**config.mk**
```make
export PLATFORM = sky130hd
export DESIGN_NAME = sample_framer_flat
export DESIGN_NICKNAME = d
export VERILOG_FILES = /design/src/rtl/sample_framer_if.sv /design/src/rtl/sample_framer.sv /design/src/flat_wrapper.sv
export SDC_FILE = /design/constraint.sdc
export NUM_CORES = 1
export LEC_CHECK = 0
export CAP_MARGIN = 5
export CORE_MARGIN = 1
export CORE_UTILIZATION = 60
export DETAILED_ROUTE_END_ITERATION = 10
export MAX_ROUTING_LAYER = met4
export PLACE_DENSITY = 0.86
export RECOVER_POWER = 50
export SLEW_MARGIN = 20
export SYNTH_ARGS = -nofsm -noshare
export SYNTH_HDL_FRONTEND = slang
export SYNTH_SLANG_ARGS = --single-unit
```
**constraint.sdc**
```tcl
create_clock -name clk -period 4.6 [get_ports clk]
set_clock_uncertainty 0.1 [all_clocks]
set_input_delay 0.46 -clock clk [delete_from_list [all_inputs] [get_ports clk]]
set_output_delay 0.46 -clock clk [all_outputs]
set_load 0.005 [all_outputs]
```
**src/rtl/sample_framer_if.sv**
```systemverilog
// Sample-framer handshake bundle.
//   recv_msg/recv_val/recv_rdy : streamed sample input, valid/ready handshake
//   send_msg/send_val/send_rdy : lane-parallel frame output, valid/ready handshake
// Modport master is the framer's view; slave is the view of the
// environment that feeds samples and consumes frames.
interface sample_framer_if #(
  parameter int unsigned BIT_WIDTH = 32,
  parameter int unsigned N_SAMPLES = 8
);
  logic [BIT_WIDTH-1:0]                recv_msg;
  logic                                recv_val;
  logic                                recv_rdy;
  logic [N_SAMPLES-1:0][BIT_WIDTH-1:0] send_msg;
  logic                                send_val;
  logic                                send_rdy;

  modport master (
    input  recv_msg, recv_val, send_rdy,
    output recv_rdy, send_msg, send_val
  );

  modport slave (
    output recv_msg, recv_val, send_rdy,
    input  recv_rdy, send_msg, send_val
  );
endinterface

```
**src/rtl/sample_framer.sv**
```systemverilog
// Sample framer: collects N_SAMPLES streamed samples into a ping-pong pair of
// banks and presents each completed bank as one lane-parallel frame.
// Ports:
//   clk        : clock, rising edge
//   reset      : asynchronous, active-low reset
//   io         : sample_framer_if.master (recv_* sample stream, send_* frame)
//   fill_count : samples held in the partially filled write bank
// BIT_REVERSE=1 presents lane k from bank slot bitrev(k).
module sample_framer #(
  parameter int unsigned BIT_WIDTH   = 32,
  parameter int unsigned N_SAMPLES   = 8,
  parameter int unsigned BIT_REVERSE = 0
) (
  input  logic                         clk,
  input  logic                         reset,
  sample_framer_if.master              io,
  output logic [$clog2(N_SAMPLES)-1:0] fill_count
);

  localparam int unsigned IDX_W = $clog2(N_SAMPLES);

  logic [1:0][N_SAMPLES-1:0][BIT_WIDTH-1:0] bank;
  logic [1:0]       full;
  logic [1:0]       full_nxt;
  logic             wr_bank;
  logic             rd_bank;
  logic [IDX_W-1:0] wr_idx;

  logic wr_fire;
  logic wr_last;
  logic rd_fire;

  function automatic logic [IDX_W-1:0] lane_src(input logic [IDX_W-1:0] k);
    logic [IDX_W-1:0] r;
    r = k;
    if (BIT_REVERSE != 0) begin
      for (int unsigned i = 0; i < IDX_W; i++) begin
        r[i] = k[IDX_W-1-i];
      end
    end
    return r;
  endfunction

  // Ready and valid depend only on registered flags, so there is no
  // combinational path between the two handshakes.
  assign io.recv_rdy = ~full[wr_bank];
  assign io.send_val = full[rd_bank];
  assign fill_count  = wr_idx;

  assign wr_fire = io.recv_val & io.recv_rdy;
  assign wr_last = (wr_idx == IDX_W'(N_SAMPLES - 1));
  assign rd_fire = io.send_val & io.send_rdy;

  always_comb begin
    io.send_msg = '0;
    for (int unsigned k = 0; k < N_SAMPLES; k++) begin
      io.send_msg[k] = bank[rd_bank][lane_src(IDX_W'(k))];
    end
  end

  // A fill completes only into a non-full bank and a drain only empties a
  // full one, so the two updates always target different banks and both
  // can take effect on the same edge.
  always_comb begin
    full_nxt = full;
    if (wr_fire && wr_last) full_nxt[wr_bank] = 1'b1;
    if (rd_fire)            full_nxt[rd_bank] = 1'b0;
  end

  always_ff @(posedge clk or negedge reset) begin
    if (!reset) begin
      bank    <= '0;
      full    <= '0;
      wr_bank <= 1'b0;
      rd_bank <= 1'b0;
      wr_idx  <= '0;
    end else begin
      if (wr_fire) begin
        bank[wr_bank][wr_idx] <= io.recv_msg;
        if (wr_last) begin
          wr_idx  <= '0;
          wr_bank <= ~wr_bank;
        end else begin
          wr_idx <= wr_idx + IDX_W'(1);
        end
      end
      if (rd_fire) rd_bank <= ~rd_bank;
      full <= full_nxt;
    end
  end

endmodule

```
**src/flat_wrapper.sv**
```systemverilog
// flat-port wrapper written by rule: the top's interface ports become plain ports
module sample_framer_flat 
#(
  parameter int unsigned BIT_WIDTH   = 32,
  parameter int unsigned N_SAMPLES   = 8,
  parameter int unsigned BIT_REVERSE = 0
)
  (clk, reset, fill_count, io_recv_msg, io_recv_val, io_send_rdy, io_recv_rdy, io_send_msg, io_send_val);
  sample_framer_if #(.BIT_WIDTH(BIT_WIDTH), .N_SAMPLES(N_SAMPLES)) io_i ();
  input  logic clk;
  input  logic reset;
  output logic [$clog2(N_SAMPLES)-1:0] fill_count;
  input wire logic [$bits(io_i.recv_msg)-1:0] io_recv_msg;
  input wire logic [$bits(io_i.recv_val)-1:0] io_recv_val;
  input wire logic [$bits(io_i.send_rdy)-1:0] io_send_rdy;
  output wire logic [$bits(io_i.recv_rdy)-1:0] io_recv_rdy;
  output wire logic [$bits(io_i.send_msg)-1:0] io_send_msg;
  output wire logic [$bits(io_i.send_val)-1:0] io_send_val;
  assign io_i.recv_msg = io_recv_msg;
  assign io_i.recv_val = io_recv_val;
  assign io_i.send_rdy = io_send_rdy;
  assign io_recv_rdy = io_i.recv_rdy;
  assign io_send_msg = io_i.send_msg;
  assign io_send_val = io_i.send_val;
  sample_framer #(.BIT_WIDTH(BIT_WIDTH), .N_SAMPLES(N_SAMPLES), .BIT_REVERSE(BIT_REVERSE)) u_core (.clk(clk), .reset(reset), .io(io_i), .fill_count(fill_count));
endmodule
```
==> flow_metrics.env <==
export IMPL_yosys_warnings=0
export IMPL_endpoint_kind="register"
export IMPL_dp_hpwl_mm=33.0
export IMPL_io_pins=297
export IMPL_die_y_um=196
export IMPL_drive_above_1_share_pct=49.2
export IMPL_stdcell_area_um2=27300
export IMPL_max_slew_margin_rel_pct=-43.5
export IMPL_crit_chain="and4bb_1 > nor2b_1 > clkbuf_1 > mux2_2"
export IMPL_max_clock_path_buffers=3
export IMPL_drt_pass1_iter_count=5
export IMPL_wl_per_cell_um=24.3
export IMPL_dpl_worst_slack_ns=1.49
export IMPL_cts_root_buffer="clkbuf_16"
export IMPL_grt_pass1_wl_mm=82.7
export IMPL_final_cells=2203
export IMPL_synth_largest_area_cell="dfrtp_1"
export IMPL_setup_viol=0
export IMPL_final_period_utilization_pct=84.3
export IMPL_synth_nets=1485
export IMPL_ir_drop_v=0.000416
export IMPL_fin_setup_tns_ns=0
export IMPL_vias=13000
export IMPL_ys_ff_latch=519
export IMPL_status="finished with violations"
export IMPL_hold_path_class="register to register"
export IMPL_final_util_pct=74.3
export IMPL_clk_pin_slew_ns=0.06
export IMPL_crit_fanout=19
export IMPL_synth_avg_cell_area_um2=15.6
export IMPL_synth_top_cell_area_share_pct=57.6
export IMPL_ys_seq_area_share_pct=57.6
export IMPL_grt_max_degree=120
export IMPL_violations="capacitance limit, slew limit"
export IMPL_grt_ovfl_total=0
export IMPL_drt_iter0_drc=559
export IMPL_initial_core_util_pct=61.3
export IMPL_final_cell_mix="752 x mux2_2, 518 x dfrtp_1, 292 x clkdlybuf4s50_1"
export IMPL_critPathArrivalTime_ns=4.23
export IMPL_via_per_inst=5.88
export IMPL_final_common_cell="mux2_2"
export IMPL_cts_max_level=2
export IMPL_antenna_found_initial=1
export IMPL_cts_buffers=52
export IMPL_fin_ws_ns=0.724
export IMPL_fillCellCount=2302
export IMPL_synth_area_um2=22500
export IMPL_rows=70
export IMPL_fin_hold_ws_ns=0.386
export IMPL_grt_use_met2_pct=46.3
export IMPL_port_buffers=296
export IMPL_cts_resized=0
export IMPL_timing_worst_setup_path_type="register to register"
export IMPL_p_per_area_nw_per_um2=752
export IMPL_cts_sinks=519
export IMPL_fin_crit_ns=3.88
export IMPL_area_delta_synth_final_pct=21.3
export IMPL_rsz0062_at_grt="no"
export IMPL_placed_area_um2=25800
export IMPL_final_hold_viol_count=0
export IMPL_totalPowerFinal_mw=20.6
export IMPL_grtUsageMet1_pct=37.3
export IMPL_slowest_delay_ns=1.25
export IMPL_cts_tree="done"
export IMPL_drt_total_wl_mm=53.6
export IMPL_crit_required_ns=4.95
export IMPL_drc=0
export IMPL_die_area_um2=38300
export IMPL_maxSlewViolCount=489
export IMPL_power_leakage_nw=12.3
export IMPL_final_nets=1736
export IMPL_place_gp_congestion=0.749
export IMPL_fp_dieW_um=196
export IMPL_core_um2=36800
export IMPL_crit_path_start_kind="register"
export IMPL_synth_cell_type_count=25
export IMPL_met3_usage_pct=7.03
export IMPL_rr_worst_depth=4
export IMPL_placed_cells=2108
export IMPL_ant_nets=0
export IMPL_grt_pass1_vias=14000
export IMPL_ys_top_cells_by_area="dfrtp_1 58%, mux2_2 38%, buf_2 1.2%"
export IMPL_tightest_slew_ns=2.15
export IMPL_grt_usage_pct=29.4
export IMPL_crit_path_top_delay_cell="nor2b_1"
export IMPL_clk_latency_ns=0.57
export IMPL_fmax_mhz=258
export IMPL_maxCapViolations=11
export IMPL_top_usage_layer="met2"
export IMPL_syn_inst=1447
export IMPL_whs_path_depth=1
[cells in the mapped netlist, drive strengths merged]
master  instances
nor2b           6
nand2b          1
nor2            6
nand4b          1
o31ai           1
mux2          772
o21ai           1
nor3b           1
a21oi           1
clkbuf         44
buf            72
and4bb          2
nor4b           1
ha              2
a31oi           1
o22a            1
dfrtp         519
and3            1
mux2i           1
nand2          13
[path summary, 6_finish.rpt]
path                                      startpoint                to  slack (ns)
worst min-delay path                u_core.bank[358]  u_core.bank[358]        0.39
min in group asynchronous                      reset  u_core.bank[131]        0.42
worst min register to register      u_core.bank[358]  u_core.bank[358]        0.39
worst max register to register  u_core.fill_count[0]  u_core.bank[464]        0.72
worst max-delay path            u_core.fill_count[0]  u_core.bank[464]        0.72
max in group asynchronous                      reset  u_core.bank[368]        1.27
[power by group]
| group | switching [mW] | internal, mW |
|---|---|---|
| sequential | 1.14 | 6.66 |
| clock | 1.70 | 2.37 |
| combinational | 3.03 | 5.67 |
| total | 5.87 | 14.7 |
[routing by layer]
metal,routed length (um),vias to the layer above
li1,-,5664
met1,22700,6914
met5,0,-
met2,25800,297
met3,3340,89
met4,1750,0
[cell families after synthesis]
| family | Yosys count | share of synthesized area [%] |
|---|---|---|
| buffers and inverters | 116 | 2.67 |
| and+or+nand+nor | 32 | 0.849 |
| muxes | 773 | 38.6 |
| DFF | 519 | 57.6 |
| adders and majority gates | 2 | 0.111 |
| AOI/OAI and AO/OA | 5 | 0.144 |
[cell type report]
cell class	instances	area [um^2]	area share [%]
diodes	2	5.00	0.0183
clock buffers	81	1560	5.71
clock inverters	8	67.6	0.247
multi-input cells	812	8990	32.9
flip-flops and latches	519	13000	47.5
well taps	468	586	2.14
repair buffers	313	3130	11.5
[sequential cells by signal, indices dropped and copies added, names as in the netlist]
name,cells
u_core.bank,512
u_core.fill_count,3
u_core.rd_bank,1
u_core.wr_bank,1
u_core.full,2
[critical path: cells and delay by family, from the launching register on]
family / cells / cell delay, ns
muxes: 1 / 0.43
and+or+nand+nor: 2 / 1.67
DFF: 1 / 0.47
buffers and inverters: 1 / 1.07
[repair_timing]
item	in CTS	in global routing
setup buffers	0	0
hold endpoints to repair	112	0
hold buffers	1	0
No activity file was read; power rests on OpenSTA's default activity.
